### src/rtl/mct_pkg.sv
// Shared encodings for the multi-channel compare timer.
// Channel state enumeration and one-shot/periodic mode values.
package mct_pkg;

    typedef enum logic [1:0] {
        ST_IDLE = 2'd0,
        ST_RUN  = 2'd1,
        ST_DONE = 2'd2
    } mct_state_t;

    localparam logic MODE_ONESHOT  = 1'b0;
    localparam logic MODE_PERIODIC = 1'b1;

endpackage

### src/rtl/mct_channel.sv
// One timer channel: FSM, latched limit/mode, up-counter, equality compare
// and the registered hit/done/busy outputs.
module mct_channel
    import mct_pkg::*;
#(
    parameter int WIDTH = 8
) (
    input  logic             clk,
    input  logic             rst,
    input  logic             tick,
    input  logic             start,
    input  logic             stop,
    input  logic             mode,
    input  logic [WIDTH-1:0] limit,
    output logic [WIDTH-1:0] cnt,
    output logic             busy,
    output logic             hit,
    output logic             done
);

    mct_state_t       state;
    logic [WIDTH-1:0] lim_q;
    logic             mode_q;

    // Channel FSM with counter; start outranks stop and any pending match.
    always_ff @(posedge clk or posedge rst) begin
        if (rst) begin
            state  <= ST_IDLE;
            lim_q  <= {WIDTH{1'b0}};
            mode_q <= MODE_ONESHOT;
            cnt    <= {WIDTH{1'b0}};
            busy   <= 1'b0;
            hit    <= 1'b0;
            done   <= 1'b0;
        end else begin
            hit <= 1'b0;
            if (start) begin
                lim_q  <= limit;
                mode_q <= mode;
                cnt    <= {WIDTH{1'b0}};
                done   <= 1'b0;
                busy   <= 1'b1;
                state  <= ST_RUN;
            end else begin
                case (state)
                    ST_RUN: begin
                        if (stop) begin
                            busy  <= 1'b0;
                            state <= ST_IDLE;
                        end else if (tick) begin
                            if (cnt == lim_q) begin
                                hit <= 1'b1;
                                case (mode_q)
                                    MODE_PERIODIC: cnt <= {WIDTH{1'b0}};
                                    MODE_ONESHOT: begin
                                        done  <= 1'b1;
                                        busy  <= 1'b0;
                                        state <= ST_DONE;
                                    end
                                    default: begin
                                        busy  <= 1'b0;
                                        state <= ST_IDLE;
                                    end
                                endcase
                            end else begin
                                // Equality compare means cnt never passes lim_q, so no wrap.
                                cnt <= cnt + {{(WIDTH-1){1'b0}}, 1'b1};
                            end
                        end
                    end
                    ST_IDLE, ST_DONE: begin
                        state <= state;
                    end
                    default: begin
                        busy  <= 1'b0;
                        state <= ST_IDLE;
                    end
                endcase
            end
        end
    end

endmodule

### src/rtl/multi_cmp_timer.sv
// NCH independent compare timers sharing one tick source.
// Optional shared prescaler enabled by defining MCT_PRESCALER_EN.
module multi_cmp_timer
    import mct_pkg::*;
#(
    parameter int NCH     = 4,
`ifdef MCT_PRESCALER_EN
    parameter int PRESC_W = 8,
`endif
    parameter int WIDTH   = 8
) (
    input  logic                 clk,
    input  logic                 rst,
    input  logic [NCH-1:0]       start,
    input  logic [NCH-1:0]       stop,
    input  logic [NCH-1:0]       mode,
    input  logic [NCH*WIDTH-1:0] limit,
`ifdef MCT_PRESCALER_EN
    input  logic [PRESC_W-1:0]   presc,
`endif
    output logic [NCH*WIDTH-1:0] cnt,
    output logic [NCH-1:0]       busy,
    output logic [NCH-1:0]       hit,
    output logic [NCH-1:0]       done
);

    logic tick;

`ifdef MCT_PRESCALER_EN
    logic [PRESC_W-1:0] div;
    logic [PRESC_W-1:0] presc_q;

    // Free-running divider; the divide value is only reloaded at wrap so a
    // change mid-period can never strand div above the new terminal count.
    always_ff @(posedge clk or posedge rst) begin
        if (rst) begin
            div     <= {PRESC_W{1'b0}};
            presc_q <= {PRESC_W{1'b0}};
        end else if (div == presc_q) begin
            div     <= {PRESC_W{1'b0}};
            presc_q <= presc;
        end else begin
            div <= div + {{(PRESC_W-1){1'b0}}, 1'b1};
        end
    end

    assign tick = (div == presc_q);
`else
    assign tick = 1'b1;
`endif

    for (genvar i = 0; i < NCH; i++) begin : g_ch
        mct_channel #(.WIDTH(WIDTH)) u_ch (
            .clk   (clk),
            .rst   (rst),
            .tick  (tick),
            .start (start[i]),
            .stop  (stop[i]),
            .mode  (mode[i]),
            .limit (limit[i*WIDTH +: WIDTH]),
            .cnt   (cnt[i*WIDTH +: WIDTH]),
            .busy  (busy[i]),
            .hit   (hit[i]),
            .done  (done[i])
        );
    end

endmodule

### config.mk
export PLATFORM = sky130hd
export DESIGN_NAME = multi_cmp_timer
export DESIGN_NICKNAME = d
export VERILOG_FILES = /design/src/rtl/mct_pkg.sv /design/src/rtl/mct_channel.sv /design/src/rtl/multi_cmp_timer.sv
export SDC_FILE = /design/constraint.sdc
export NUM_CORES = 1
export LEC_CHECK = 0
export BUFFER_PORTS_ARGS = -buffer_cell sky130_fd_sc_hd__clkbuf_2
export CORE_MARGIN = 10
export CORE_UTILIZATION = 50
export DETAILED_ROUTE_END_ITERATION = 8
export PLACE_DENSITY = 0.74
export SETUP_SLACK_MARGIN = 0.02
export SLEW_MARGIN = 10
export SYNTH_ARGS = -nofsm -noshare
export SYNTH_HDL_FRONTEND = slang
export SYNTH_SLANG_ARGS = --single-unit
### constraint.sdc
create_clock -name clk -period 2.9 [get_ports clk]
set_clock_uncertainty 0.05 [all_clocks]
set_input_delay 0.435 -clock clk [delete_from_list [all_inputs] [get_ports clk]]
set_output_delay 0.435 -clock clk [all_outputs]
set_load 0.005 [all_outputs]
### Yosys cells after proc, flatten, opt, wreduce, memory -nomap -nowiden

Cells that the tools add are included.

| storage, ports and cells | value |
|---|---|
| logic and storage cells | 192 |
| register bits after elaboration | 88 |

| operators by class | value |
|---|---|
| add/subtract/negate cells | 4 |
| equality and inequality tests | 36 |
| reduce and logical (&&, ||, !) cells | 28 |
| muxes and demuxes | 96 |

Operator list:

| kind | number |
|---|---|
| 2-to-1 mux 8 bit | 20 |
| 2-to-1 mux 1 bit | 52 |
| adder 8 x 1 -> 8 bit (second input constant) | 4 |
| equality test 8 bit | 4 |
| 2-to-1 mux 2 bit | 16 |
| != test 2 bit (second input constant) | 12 |
| AND reduction 3 bit | 8 |
| != test 4 x 3 -> 1 bit (second input constant) | 4 |
| != test 4 bit (second input constant) | 4 |
| case mux 2 bit (2 select lines) | 4 |
| AND reduction 4 bit | 4 |
| nonzero test 2 bit | 8 |
| != test 3 x 2 -> 1 bit (second input constant) | 4 |
| equality test 2 x 1 -> 1 bit (second input constant) | 4 |
| equality test 2 bit (second input constant) | 4 |
| zero test 2 bit | 4 |
| case mux 1 bit (2 select lines) | 4 |
| OR reduction 2 bit | 4 |

### Longest topological paths before layout

Gate-level depths: netlist of run 1.

| depth | value |
|---|---|
| depth in word-level cells | 5 |
| mapped depth | 6 |

### Cells and area by module

From an unflattened synthesis of run 1, not the netlist that was laid out.

| unflattened totals | value |
|---|---|
| cells, all modules | 485 |
| area total of the unflattened synthesis | 4,863.4 µm² |

Modules (own cells, without submodules):

| module | times used | seq. area each (µm²) | cells each | area an instance (µm²) |
|---|---|---|---|---|
| mct_channel | 4 | 525.5 | 121 | 1,214.9 |
| multi_cmp_timer | 1 | 0.0 | 1 | 3.8 |

### Least setup slack after synthesis of run 1

No wires, ideal clock.

| timing path | value |
|---|---|
| kind | flip-flop to flip-flop |
| from | register g_ch[3].u_ch.cnt[2] |
| to | register g_ch[3].u_ch.done |
| arrival | 1,521 ps |
| stages on the path, launching flop included | 7 |
| period minus slack after synthesis | 1,675 ps |
| buffers on the path | 2 |
| library setup time | 103 ps |
| path slack | 1,225 ps |
| cells stage by stage | dfrtp_1 clkbuf_1 xnor2_1 nand4_1 buf_2 or2_1 o41ai_2 |

| on the way | value |
|---|---|
| longest elaborated chain between the ends | 3 |

Ends and longest elaborated chain:

| item | line | RTL |
|---|---|---|
| start: declaration | mct_channel.sv:15 | `output logic [WIDTH-1:0] cnt,` |
| start signal: assignment | mct_channel.sv:31 | `cnt <= {WIDTH{1'b0}};` |
| start signal: assignment | mct_channel.sv:40 | `cnt <= {WIDTH{1'b0}};` |
| start signal: assignment | mct_channel.sv:54 | `MODE_PERIODIC: cnt <= {WIDTH{1'b0}};` |
| equality test 8 bit | mct_channel.sv:51 | `if (cnt == lim_q) begin` |
| nonzero test 2 bit (no line) | n/a |  |
| AND reduction 4 bit (no line) | n/a |  |
| end signal: assignment | mct_channel.sv:34 | `done <= 1'b0;` |
| end signal: assignment | mct_channel.sv:41 | `done <= 1'b0;` |
| end signal: assignment | mct_channel.sv:56 | `done <= 1'b1;` |
| end: declaration | mct_channel.sv:18 | `output logic done` |

No other way between the ends.
A chain may end at the register's enable or synchronous reset.

### Final worst setup path of run 1

| timing path | value |
|---|---|
| from | register g_ch[3].u_ch.cnt[3] |
| to | register g_ch[3].u_ch.cnt[6] |

| on the way | value |
|---|---|
| longest elaborated chain between the ends | 5 |
| elaborated cells between the ends (all ways) | 8 |
| those cells by class | 1 x add/sub; 2 x eq/ne; 4 x mux; 1 x reduce/logical |

Ends and longest elaborated chain:

| item | line | RTL |
|---|---|---|
| adder 8 x 1 -> 8 bit or equality test 8 bit (tied branches) | mct_channel.sv:67, mct_channel.sv:51 |  |
| 2-to-1 mux 8 bit | mct_channel.sv:51 |  |
| 2-to-1 mux 8 bit | mct_channel.sv:47 | `if (stop) begin` |
| 2-to-1 mux 8 bit | mct_channel.sv:45 | `case (state)` |
| 2-to-1 mux 8 bit | mct_channel.sv:37 | `if (start) begin` |

Several ways; a longest one is shown, not always the timed one. The select of a mux whose other input is x is not followed.

==> summary.txt, run 1 <==
Worst setup path
  – Crit path buffers/inverters: 0
  – Crit. path cell count: 4
  – Top Family by Delay on Critical Path: simple AND/OR/NAND/NOR gates
  – CP peak stage delay: 0.66 ns
  – Arrival @ worst endpoint: 2.38 ns
  – Slowest cell on the critical path: sky130_fd_sc_hd__or4b_1
  – Startpoint Class: register
  – List of cells traversed by the critical path: xnor2_1 -> nand4_1 -> or4b_1 -> a31oi_1
  – Top fanout value on the critical path: 18
  – Crit Path Category: reg2reg
  – R2R depth: 4
  – Crit. End Element: register
  – Worst EP required: 3.10 ns

STA
  – Final clock period utilization by the worst path: 75.1%
  – Clock period minus final worst setup slack: 2.18 ns
  – Number of failing hold endpoints at the final stage: 0
  – Final sum of negative setup slack: 0 ns
  – Maximum clock frequency: 459 MHz
  – Slew Limit Headroom: 50.6%
  – Post-route worst setup slack: 0.722 ns
  – Endpoints failing setup: 0
  – Tightest Pin Transition: 0.740 ns
  – Setup repair after global routing missed its margin: false
  – Number of pins with negative max-slew slack in the final report: 0

Power
  – Worst vdd ir: 314 uV
  – Power density relative to cell area: 481 nW/um^2
  – Leakage power summed over all cells: 2.20 nW

Floorplan
  – Total die area: 14000 sq um
  – Height of the chip: 118 microns
  – Num ports: 90
  – Core ar.: 9330 sq um
  – Horiz. Die Dim: 118 microns
  – Placement row count: 35
  – Initial core utilization: 52.0%

Place
  – HPWL after detailed placement: 7740 microns
  – Port Buffers: 89
  – Weighted congestion reported at the end of routability-driven placement: 0.874
  – Cell Count Post-Placement: 643
  – Pre-CTS worst setup slack: 0.732 ns
  – Post-detailed-placement cell area: 5180 sq um

Final layout
  – End-of-flow core utilization: 58.0%
  – Filler cells: 824
  – Area of combinational cells with multiple inputs: 2410 sq um
  – Most common cell after layout, fill and taps aside: sky130_fd_sc_hd__clkbuf_2
  – Final Non-Filler Cells: 658
  – Growth of design area from synthesis to finish: 11.5%
  – Most frequent cells in the layout: 89 x sky130_fd_sc_hd__clkbuf_2, 84 x sky130_fd_sc_hd__dfrtp_1, 42 x sky130_fd_sc_hd__nand2_1
  – Diode count: 0
  – Sequential cell area: 2100 sq um
  – Final net count: 575
  – Proportion of layout cells with a drive suffix above 1: 28.7%
  – Post-route cell area: 5410 sq um

Route
  – Detailed-router iteration count before antenna repair: 5
  – Iter 0 DRT Violations: 274
  – Antenna violation net count after detailed routing: 0
  – Routed wirelength normalized by instance count: 17.0 microns
  – Vias after detailed routing: 3855
  – Detailed-route DRC error count: 0
  – Via density: 5.86
  – Drt total wl: 11200 microns

Clock network
  – Root cell of the clock tree: sky130_fd_sc_hd__clkbuf_8
  – Post-cts resize count: 0
  – CTS H-tree depth: 3
  – Clock edge transition at the registers on the reported setup and hold paths: 0.09 ns
  – Number of clock sinks: 84
  – Total CTS buffers: 9
  – Later-pin clock latency in the skew report: 0.34 ns
  – Number of hold buffers added after cts: 0
  – Clock tree from TritonCTS: done
  – Post-CTS repair timing setup buffer count: 0
  – Clock Path Buffers: 2

Job
  – Max Cap Viol: 0

Global routing
  – First-pass GRT wire length: 19100 microns
  – Initial antenna violation count: 0
  – Remaining global-route overflow: 0
  – GRT Util Overall: 15.8%
  – Vias in the first global route: 3814
  – Maximum number of pins on one net before global-route repair: 42

Synthesis
  – Number of synthesized register bits: 84
  – Count of flip-flops with a built-in enable after synthesis: 0
  – Average cell area after synthesis: 10.1 sq um
  – Top FF cell, synth: sky130_fd_sc_hd__dfrtp_1
  – Yosys cell types: 42
  – Number of warnings issued by yosys: 0
  – Area of the mapped netlist: 4850 sq um
  – Part of the Yosys area used for sequential elements: 43.3%
  – Cells after Synth: 479
  – Async set or reset register ratio after synthesis: 100%
  – Net Count, Synth: 529

Status
  – Result of the run: finished, final reports clean

Worst hold path
  – Worst hold-check path type: in2async
==> kinds of logic (layout without fill, tap and decap cells) <==
group	after synthesis	in the layout	share of synthesized area, %
buffers and inverters	66	116	6.86
AO/OA/AOI/OAI	85	85	12.7
XOR/XNOR	32	32	6.55
AND/OR/NAND/NOR	171	171	20.9
flip-flops	84	84	43.3
adder cells (fa/ha/maj)	4	4	1.03
multiplexers	37	37	8.57
==> flip-flops by register name (all words and copies together), names as in the netlist <==
register and cells:
g_ch.u_ch.cnt 32, g_ch.u_ch.lim_q 32, g_ch.u_ch.state 8, g_ch.u_ch.done 4
g_ch.u_ch.hit 4, g_ch.u_ch.mode_q 4
==> stage by stage <==
step                      hold WS (ns)  power [mW]
after floorplan                  0.387        1.56
after global placement           0.400        1.63
after detailed placement         0.438        1.65
after CTS                        0.129        2.64
after global routing             0.164        2.72
final                            0.120        2.60
==> report_power, final <==
| group | switching, mW | total [mW] | internal, mW |
|---|---|---|---|
| Sequential | 0.0789 | 1.31 | 1.23 |
| Clock | 0.416 | 0.986 | 0.571 |
| Combinational | 0.158 | 0.304 | 0.145 |
==> per-layer routing <==
| layer | vias up | track usage [%] | part of all wire, % | wire [microns] |
|---|---|---|---|---|
| li1 | 1839 | - | - | - |
| met4 | 0 | 4.27 | 1.2 | 140 |
| met2 | 113 | 25.3 | 48 | 5360 |
| met5 | - | 0 | 0 | 0 |
| met1 | 1890 | 20.5 | 45 | 5060 |
| met3 | 13 | 4.57 | 5.8 | 646 |
==> synthesized netlist by cell type (5+ instances only) <==
master | instances | area (sq um)
sky130_fd_sc_hd__o21a_1 | 12 | 90.1
sky130_fd_sc_hd__xnor2_1 | 27 | 236
sky130_fd_sc_hd__inv_1 | 10 | 37.5
sky130_fd_sc_hd__o22ai_1 | 20 | 125
sky130_fd_sc_hd__buf_4 | 13 | 97.6
sky130_fd_sc_hd__nand3_1 | 13 | 65.1
sky130_fd_sc_hd__a221o_1 | 6 | 60.1
sky130_fd_sc_hd__nor2b_1 | 9 | 56.3
sky130_fd_sc_hd__mux2_2 | 36 | 405
sky130_fd_sc_hd__dfrtp_1 | 84 | 2100
sky130_fd_sc_hd__buf_2 | 17 | 85.1
sky130_fd_sc_hd__nand4_1 | 8 | 50.1
sky130_fd_sc_hd__xnor2_2 | 5 | 81.3
sky130_fd_sc_hd__a31oi_1 | 23 | 144
sky130_fd_sc_hd__nor2_1 | 13 | 48.8
sky130_fd_sc_hd__nand2_1 | 42 | 158
sky130_fd_sc_hd__o21ai_0 | 5 | 25.0
sky130_fd_sc_hd__clkbuf_1 | 21 | 78.8
sky130_fd_sc_hd__nor4_1 | 14 | 87.6
sky130_fd_sc_hd__nor3_1 | 19 | 95.1
sky130_fd_sc_hd__or4b_1 | 18 | 180
==> worst paths after layout <==
path / to / slack, ns / start
worst max-delay path: g_ch[3].u_ch.cnt[6] / 0.72 / g_ch[3].u_ch.cnt[3]
worst min-delay path: g_ch[1].u_ch.lim_q[4] / 0.12 / rst
worst max register to register: g_ch[3].u_ch.cnt[6] / 0.72 / g_ch[3].u_ch.cnt[3]
worst min register to register: g_ch[1].u_ch.state[1] / 0.45 / g_ch[1].u_ch.state[1]
max in group asynchronous: g_ch[1].u_ch.state[1] / 1.83 / rst
min in group clk: g_ch[3].u_ch.mode_q / 0.27 / mode[3]
==> final cells by class <==
cell class | count | share of cell area (%)
multi-input cells | 329 | 44.7
flip-flops and latches | 84 | 38.9
repair buffers | 91 | 8.51
well taps | 129 | 2.98
clock buffers | 11 | 2.43
clock inverters | 4 | 1.83
inverters | 10 | 0.717
Note: power is estimated with default switching activity, not from simulation.
==> run 2: changes to the inputs <==
Settings changed: ABC_AREA set to 1, PLACE_DENSITY 0.74 to 0.77.
Clock period 2.9 ns to 1.8 ns, I/O delays scaled along.
==> run 2 against run 1 <==
Cell area fell by 2.3%. Core utilization down 0.24 points. Area after synthesis shrank 4.3%. Critical endpoint is now g_ch[3].u_ch.cnt[4]. First-iteration DRC count fell by 28%. Hold slack got worse by 0.051 ns. Critical path depth up 4. Highest routed layer unchanged. Flip-flop and latch count stayed put. Largest cell class unchanged. Cell count increased by 21%. Maximum frequency rose by 36%. Worst setup slack got worse by 0.53 ns.
==> summary.txt, run 2 <==
Worst setup path
  – Startpoint Class: register
  – Worst EP required: 1.98 ns
  – Top cell by count, worst path: sky130_fd_sc_hd__nand2_1
  – Top fanout value on the critical path: 9
  – Crit. path cell count: 8
  – R2R depth: 8
  – List of cells traversed by the critical path: xnor2_1 -> nand2_1 -> nor2_1 -> nand3_1 -> nand2_4 -> nand2_4 -> nand2_1 -> nand2_1
  – Top Family by Delay on Critical Path: simple AND/OR/NAND/NOR gates
  – Slowest cell on the critical path: sky130_fd_sc_hd__dfrtp_1
  – Crit path buffers/inverters: 0
  – CP peak stage delay: 0.48 ns
  – Arrival @ worst endpoint: 1.78 ns
  – Crit Path Category: reg2reg
  – Crit. End Element: register

Synthesis
  – Top cell type's share of synthesized area: 45.3%
  – Async set or reset register ratio after synthesis: 100%
  – Largest cells by area after synthesis: sky130_fd_sc_hd__dfrtp_1 45%, sky130_fd_sc_hd__nand2_1 19%, sky130_fd_sc_hd__nand3_1 4.4%
  – Count of flip-flops with a built-in enable after synthesis: 0
  – Top FF cell, synth: sky130_fd_sc_hd__dfrtp_1
  – Area of the mapped netlist: 4640 sq um
  – Cells after Synth: 601
  – Top cell types by occurrence after synthesis: 235 x sky130_fd_sc_hd__nand2_1, 84 x sky130_fd_sc_hd__dfrtp_1, 49 x sky130_fd_sc_hd__inv_1, 41 x sky130_fd_sc_hd__nand3_1, 36 x sky130_fd_sc_hd__nor2_1
  – Net Count, Synth: 651
  – Part of the Yosys area used for sequential elements: 45.3%
  – Number of synthesized register bits: 84
  – Yosys cell types: 32
  – Library cell with the largest summed area after synthesis: sky130_fd_sc_hd__dfrtp_1
  – Average cell area after synthesis: 7.72 sq um
  – Most frequently used cell type in the post-synthesis netlist: sky130_fd_sc_hd__nand2_1
  – Number of warnings issued by yosys: 0

Final layout
  – Area of combinational cells with multiple inputs: 2120 sq um
  – End-of-flow core utilization: 57.7%
  – Final Non-Filler Cells: 795
  – Growth of design area from synthesis to finish: 13.9%
  – Most common cell after layout, fill and taps aside: sky130_fd_sc_hd__nand2_1
  – Diode count: 0
  – Sequential cell area: 2100 sq um
  – Filler cells: 834
  – Regs by FF count: g_ch.u_ch.cnt: 32 flops, g_ch.u_ch.lim_q: 32 flops, g_ch.u_ch.state: 8 flops
  – Final net count: 729
  – Most frequent cells in the layout: 235 x sky130_fd_sc_hd__nand2_1, 89 x sky130_fd_sc_hd__clkbuf_2, 82 x sky130_fd_sc_hd__dfrtp_1
  – Proportion of layout cells with a drive suffix above 1: 20.8%

STA
  – Minimum hold slack: 0.0693 ns
  – Final sum of negative setup slack: 0 ns
  – Number of failing hold endpoints at the final stage: 0
  – Tightest Pin Transition: 0.399 ns
  – Slew Limit Headroom: 73.4%
  – Endpoints failing setup: 0
  – Setup repair after global routing missed its margin: false
  – Maximum clock frequency: 624 MHz
  – Number of pins with negative max-slew slack in the final report: 0
  – Final clock period utilization by the worst path: 89.1%
  – Clock period minus final worst setup slack: 1.60 ns

Route
  – Drt total wl: 10100 microns
  – Antenna violation net count after detailed routing: 0
  – Routed wirelength normalized by instance count: 12.8 microns
  – Detailed-router iteration count before antenna repair: 4
  – Via density: 4.87
  – Vias after detailed routing: 3872
  – Iter 0 DRT Violations: 197
  – Detailed-route DRC error count: 0

Clock network
  – Post-CTS repair timing setup buffer count: 0
  – CTS H-tree depth: 3
  – Later-pin clock latency in the skew report: 0.35 ns
  – Clock Path Buffers: 2
  – Clock edge transition at the registers on the reported setup and hold paths: 0.09 ns
  – Number of clock sinks: 84
  – Total CTS buffers: 9
  – Clock tree from TritonCTS: done
  – Root cell of the clock tree: sky130_fd_sc_hd__clkbuf_8

Global routing
  – Remaining global-route overflow: 0
  – Initial antenna violation count: 0
  – Vias in the first global route: 3842
  – GRT Util Overall: 15.6%
  – Maximum number of pins on one net before global-route repair: 76
  – First-pass GRT wire length: 17200 microns

Place
  – HPWL after detailed placement: 7450 microns
  – Port Buffers: 89
  – Weighted congestion reported at the end of routability-driven placement: 0.925
  – Cell Count Post-Placement: 778

Floorplan
  – Placement row count: 35
  – Height of the chip: 116 microns
  – Total die area: 13500 sq um
  – Initial core utilization: 50.7%
  – Horiz. Die Dim: 116 microns
  – Core ar.: 9150 sq um
  – Num ports: 90

Power
  – Switch share: 28.5%
  – Sequential group share of total power: 52.4%
  – Overall power after layout: 4.08 mW
  – Power density relative to cell area: 772 nW/um^2
  – Worst vdd ir: 459 uV
  – Internal power: 2.92 mW
  – Share of power burned in the clock network: 32.0%
  – Proportion of power drawn by combinational gates: 15.6%
  – Net switching power figure: 1.16 mW
  – Leakage power summed over all cells: 2.81 nW

Worst hold path
  – Worst hold-check path type: in2reg
  – Number of cells traversed by the worst hold path: 3

Status
  – Result of the run: finished, final reports clean

Job
  – Max Cap Viol: 0
==> run 2: layer usage <==
metal	global-route usage [%]	part of all wire [%]	vias to the layer above
met1	18.7	43	1756
met3	4.31	6.3	9
li1	-	-	2017
met5	0	0	-
met4	5.17	0.90	0
met2	26.5	49	90
==> run 2: stage by stage <==
step,area [sq um],setup slack [ns]
3_3_place_gp,5080,0.216
6_report,5280,0.196
4_1_cts,5280,0.143
2_1_floorplan,4640,0.398
3_5_place_dp,5080,0.187
5_1_grt,5280,0.0340
==> run 2: power groups by stage <==
stage | clock (mW) | sequential, mW | combinational, mW
floorplan | 0 | 2.15 | 0.464
global placement | 0 | 2.17 | 0.627
detailed placement | 0 | 2.17 | 0.640
CTS | 1.35 | 2.14 | 0.648
global route | 1.43 | 2.16 | 0.737
finish | 1.31 | 2.14 | 0.636
==> run 2: kinds of logic after synthesis <==
| logic type | share of synthesized area [%] |
|---|---|
| AOI/OAI and AO/OA | 4.64 |
| xor gates and xnor gates | 7.47 |
| adders and majority gates | 1.08 |
| buffers and inverters | 9.03 |
| DFF | 45.3 |
| and+or+nand+nor | 32.5 |
==> run 2: final cells by class <==
| cell class | instances | area share (%) |
|---|---|---|
| Clock buffer | 12 | 2.56 |
| Clock inverter | 4 | 0.947 |
| Inverter | 55 | 3.98 |
| Multi-Input combinational cell | 432 | 40.2 |
| Sequential cell | 84 | 39.8 |
| Tap cell | 111 | 2.63 |
| Timing Repair Buffer | 97 | 9.85 |
==> run 2: path summary, 6_finish.rpt <==
kind	start	to	slack, ns
min in group asynchronous	rst	g_ch[2].u_ch.lim_q[6]	0.35
max	g_ch[3].u_ch.cnt[4]	g_ch[3].u_ch.cnt[4]	0.20
min	limit[22]	g_ch[2].u_ch.lim_q[6]	0.07
min reg2reg	g_ch[2].u_ch.done	g_ch[2].u_ch.done	0.43
max in group asynchronous	rst	g_ch[1].u_ch.cnt[3]	0.69
max reg2reg	g_ch[3].u_ch.cnt[4]	g_ch[3].u_ch.cnt[4]	0.20
==> run 2: what timing repair did <==
item / in CTS / in global routing
hold endpoints to repair: 9 / 0
resized for setup: 0 / 3
hold buffers: 1 / 0
setup endpoints to repair: 0 / 2
==> run 2: worst min-delay path, cell delays in order <==
cell and delay (ns):
sky130_fd_sc_hd__clkbuf_2 0.07, sky130_fd_sc_hd__nand2_1 0.04, sky130_fd_sc_hd__nand2_1 0.05
==> run 3: changes to the inputs <==
Settings changed: CORE_MARGIN 10 to 5.
==> run 3 against run 2 <==
Non-clock buffer count increased by 2. Global-route usage increased by 2.4 points. First-iteration DRC count decreased by 33%. Maximum frequency decreased by 1.4%. Wire length decreased by 2.7%. Count of clock-buffer cells in the layout decreased by 3. Power increased by 1.6%. Flip-flop and latch count unchanged. Highest routed layer unchanged. Cell count increased by 0.25%. Register-to-register slack got worse by 0.02 ns. Combinational power increased by 1%. Die area decreased by 16%.
==> summary.txt, run 3 (same netlist as run 2, synthesis figures left out) <==
Route
  – Routed wirelength normalized by instance count: 12.4 microns
  – Detailed-router iteration count before antenna repair: 4
  – Detailed-route DRC error count: 0
  – Drt total wl: 9870 microns
  – Iter 0 DRT Violations: 132
  – Via density: 4.95
  – Antenna violation net count after detailed routing: 0
  – Vias after detailed routing: 3944

Final layout
  – Diode count: 0
  – Regs by FF count: g_ch.u_ch.cnt: 32 flops, g_ch.u_ch.lim_q: 32 flops, g_ch.u_ch.state: 8 flops
  – Growth of design area from synthesis to finish: 14.3%
  – Filler cells: 858
  – Most common cell after layout, fill and taps aside: sky130_fd_sc_hd__nand2_1
  – Most frequent cells in the layout: 235 x sky130_fd_sc_hd__nand2_1, 89 x sky130_fd_sc_hd__clkbuf_2, 84 x sky130_fd_sc_hd__dfrtp_1
  – Proportion of layout cells with a drive suffix above 1: 21.1%
  – Final net count: 731

Place
  – Port Buffers: 89
  – Pre-CTS worst setup slack: 0.174 ns
  – Weighted congestion reported at the end of routability-driven placement: 0.849
  – HPWL after detailed placement: 7240 microns

Global routing
  – Maximum number of pins on one net before global-route repair: 85
  – Remaining global-route overflow: 0
  – Initial antenna violation count: 0
  – Vias in the first global route: 3846
  – GRT Util Overall: 18.1%
  – First-pass GRT wire length: 17000 microns

Power
  – Overall power after layout: 4.15 mW
  – Power density relative to cell area: 781 nW/um^2
  – Leakage power summed over all cells: 2.83 nW
  – Worst vdd ir: 343 uV

Job
  – Max Cap Viol: 0

Worst setup path
  – Startpoint Class: register
  – Crit. End Element: register
  – Arrival @ worst endpoint: 1.81 ns
  – Top fanout value on the critical path: 9
  – Worst EP required: 1.98 ns
  – Crit Path Category: reg2reg

Clock network
  – Root cell of the clock tree: sky130_fd_sc_hd__clkbuf_8
  – CTS H-tree depth: 3
  – Clock edge transition at the registers on the reported setup and hold paths: 0.09 ns
  – Clock Path Buffers: 2
  – Clock tree from TritonCTS: done
  – Later-pin clock latency in the skew report: 0.34 ns
  – Number of clock sinks: 84
  – Post-cts resize count: 0
  – Total CTS buffers: 9

Floorplan
  – Core ar.: 9150 sq um
  – Height of the chip: 106 microns
  – Total die area: 11300 sq um
  – Horiz. Die Dim: 106 microns
  – Initial core utilization: 50.7%
  – Num ports: 90
  – Placement row count: 35

STA
  – Slew Limit Headroom: 68.8%
  – Final sum of negative setup slack: 0 ns
  – Maximum clock frequency: 615 MHz
  – Setup repair after global routing missed its margin: false
  – Number of pins with negative max-slew slack in the final report: 0
  – Tightest Pin Transition: 0.468 ns
  – Post-route worst setup slack: 0.173 ns
  – Final clock period utilization by the worst path: 90.4%
  – Endpoints failing setup: 0
  – Number of failing hold endpoints at the final stage: 0
  – Clock period minus final worst setup slack: 1.63 ns

Status
  – Result of the run: finished, final reports clean

Worst hold path
  – Worst hold-check path type: in2reg
## run 3: cell types whose count changed in the layout (fill, tap and decap cells not counted)
cell	delta
sky130_fd_sc_hd__clkinvlp_4	+1
sky130_fd_sc_hd__nand2_4	-1
sky130_fd_sc_hd__inv_6	+2
sky130_fd_sc_hd__buf_4	+2
sky130_fd_sc_hd__clkbuf_1	-3
sky130_fd_sc_hd__dfrtp_2	-2
sky130_fd_sc_hd__dfrtp_1	+2
sky130_fd_sc_hd__nand2_2	+1
## run 3: worst max-delay path, stage by stage, from the launching register on
cell	delay (ns)
sky130_fd_sc_hd__dfrtp_1	0.47
sky130_fd_sc_hd__xnor2_1	0.19
sky130_fd_sc_hd__nand2_1	0.09
sky130_fd_sc_hd__nor2_1	0.13
sky130_fd_sc_hd__nand3_1	0.15
sky130_fd_sc_hd__nand2_2	0.21
sky130_fd_sc_hd__nand2_4	0.10
sky130_fd_sc_hd__nand2_1	0.07
sky130_fd_sc_hd__nand2_1	0.05
## run 3: final timing paths
path                                       start               endpoint  slack [ns]  cells after the start
hold reg to reg            g_ch[2].u_ch.state[1]  g_ch[2].u_ch.state[1]        0.43                      2
hold / removal                         limit[23]  g_ch[2].u_ch.lim_q[7]        0.07                      3
setup / recovery             g_ch[3].u_ch.cnt[4]    g_ch[3].u_ch.cnt[2]        0.17                      8
min in group asynchronous                    rst  g_ch[2].u_ch.lim_q[7]        0.51                      4
max in group asynchronous                    rst    g_ch[1].u_ch.cnt[4]        0.80                      4
setup reg to reg             g_ch[3].u_ch.cnt[4]    g_ch[3].u_ch.cnt[2]        0.17                      8
## run 3: final cells by class
cell class	instances	area (sq um)	share of cell area (%)
sequential	84	2100	39.6
inverter	55	210	3.96
clock buffer	9	124	2.33
timing repair buffer	99	536	10.1
tap	111	139	2.62
clock inverter	7	75.1	1.42
multi-input combinational	432	2120	40.0
## run 3: timing repair
action	in CTS	in global routing
buffers inserted	0	0
hold buffers	1	0
endpoints found under the hold margin	25	0
setup endpoints to repair	0	0
## run 3: metal layers
layer	global-route usage (%)	vias to the layer above	part of all wire [%]
li1	-	2016	-
met1	23.2	1825	45
met2	31.3	88	50
met3	2.79	15	4.0
met4	5.64	0	1.3
met5	0	-	0
## run 3: power by group
part / internal, mW / switching [mW]
clock: 0.649 / 0.718
combinational: 0.265 / 0.380
sequential: 2.01 / 0.124
## run 3: through the flow
step / instances / util, % / instance area (sq um) / hold WS (ns)
2_1_floorplan: 601 / - / 4640 / 0.327
3_5_place_dp: 780 / 55.7 / 5100 / 0.380
3_3_place_gp: 780 / 55.7 / 5100 / 0.375
5_1_grt: 797 / 58.0 / 5310 / 0.0644
4_1_cts: 797 / 58.0 / 5310 / 0.0546
6_report: 797 / 58.0 / 5310 / 0.0711
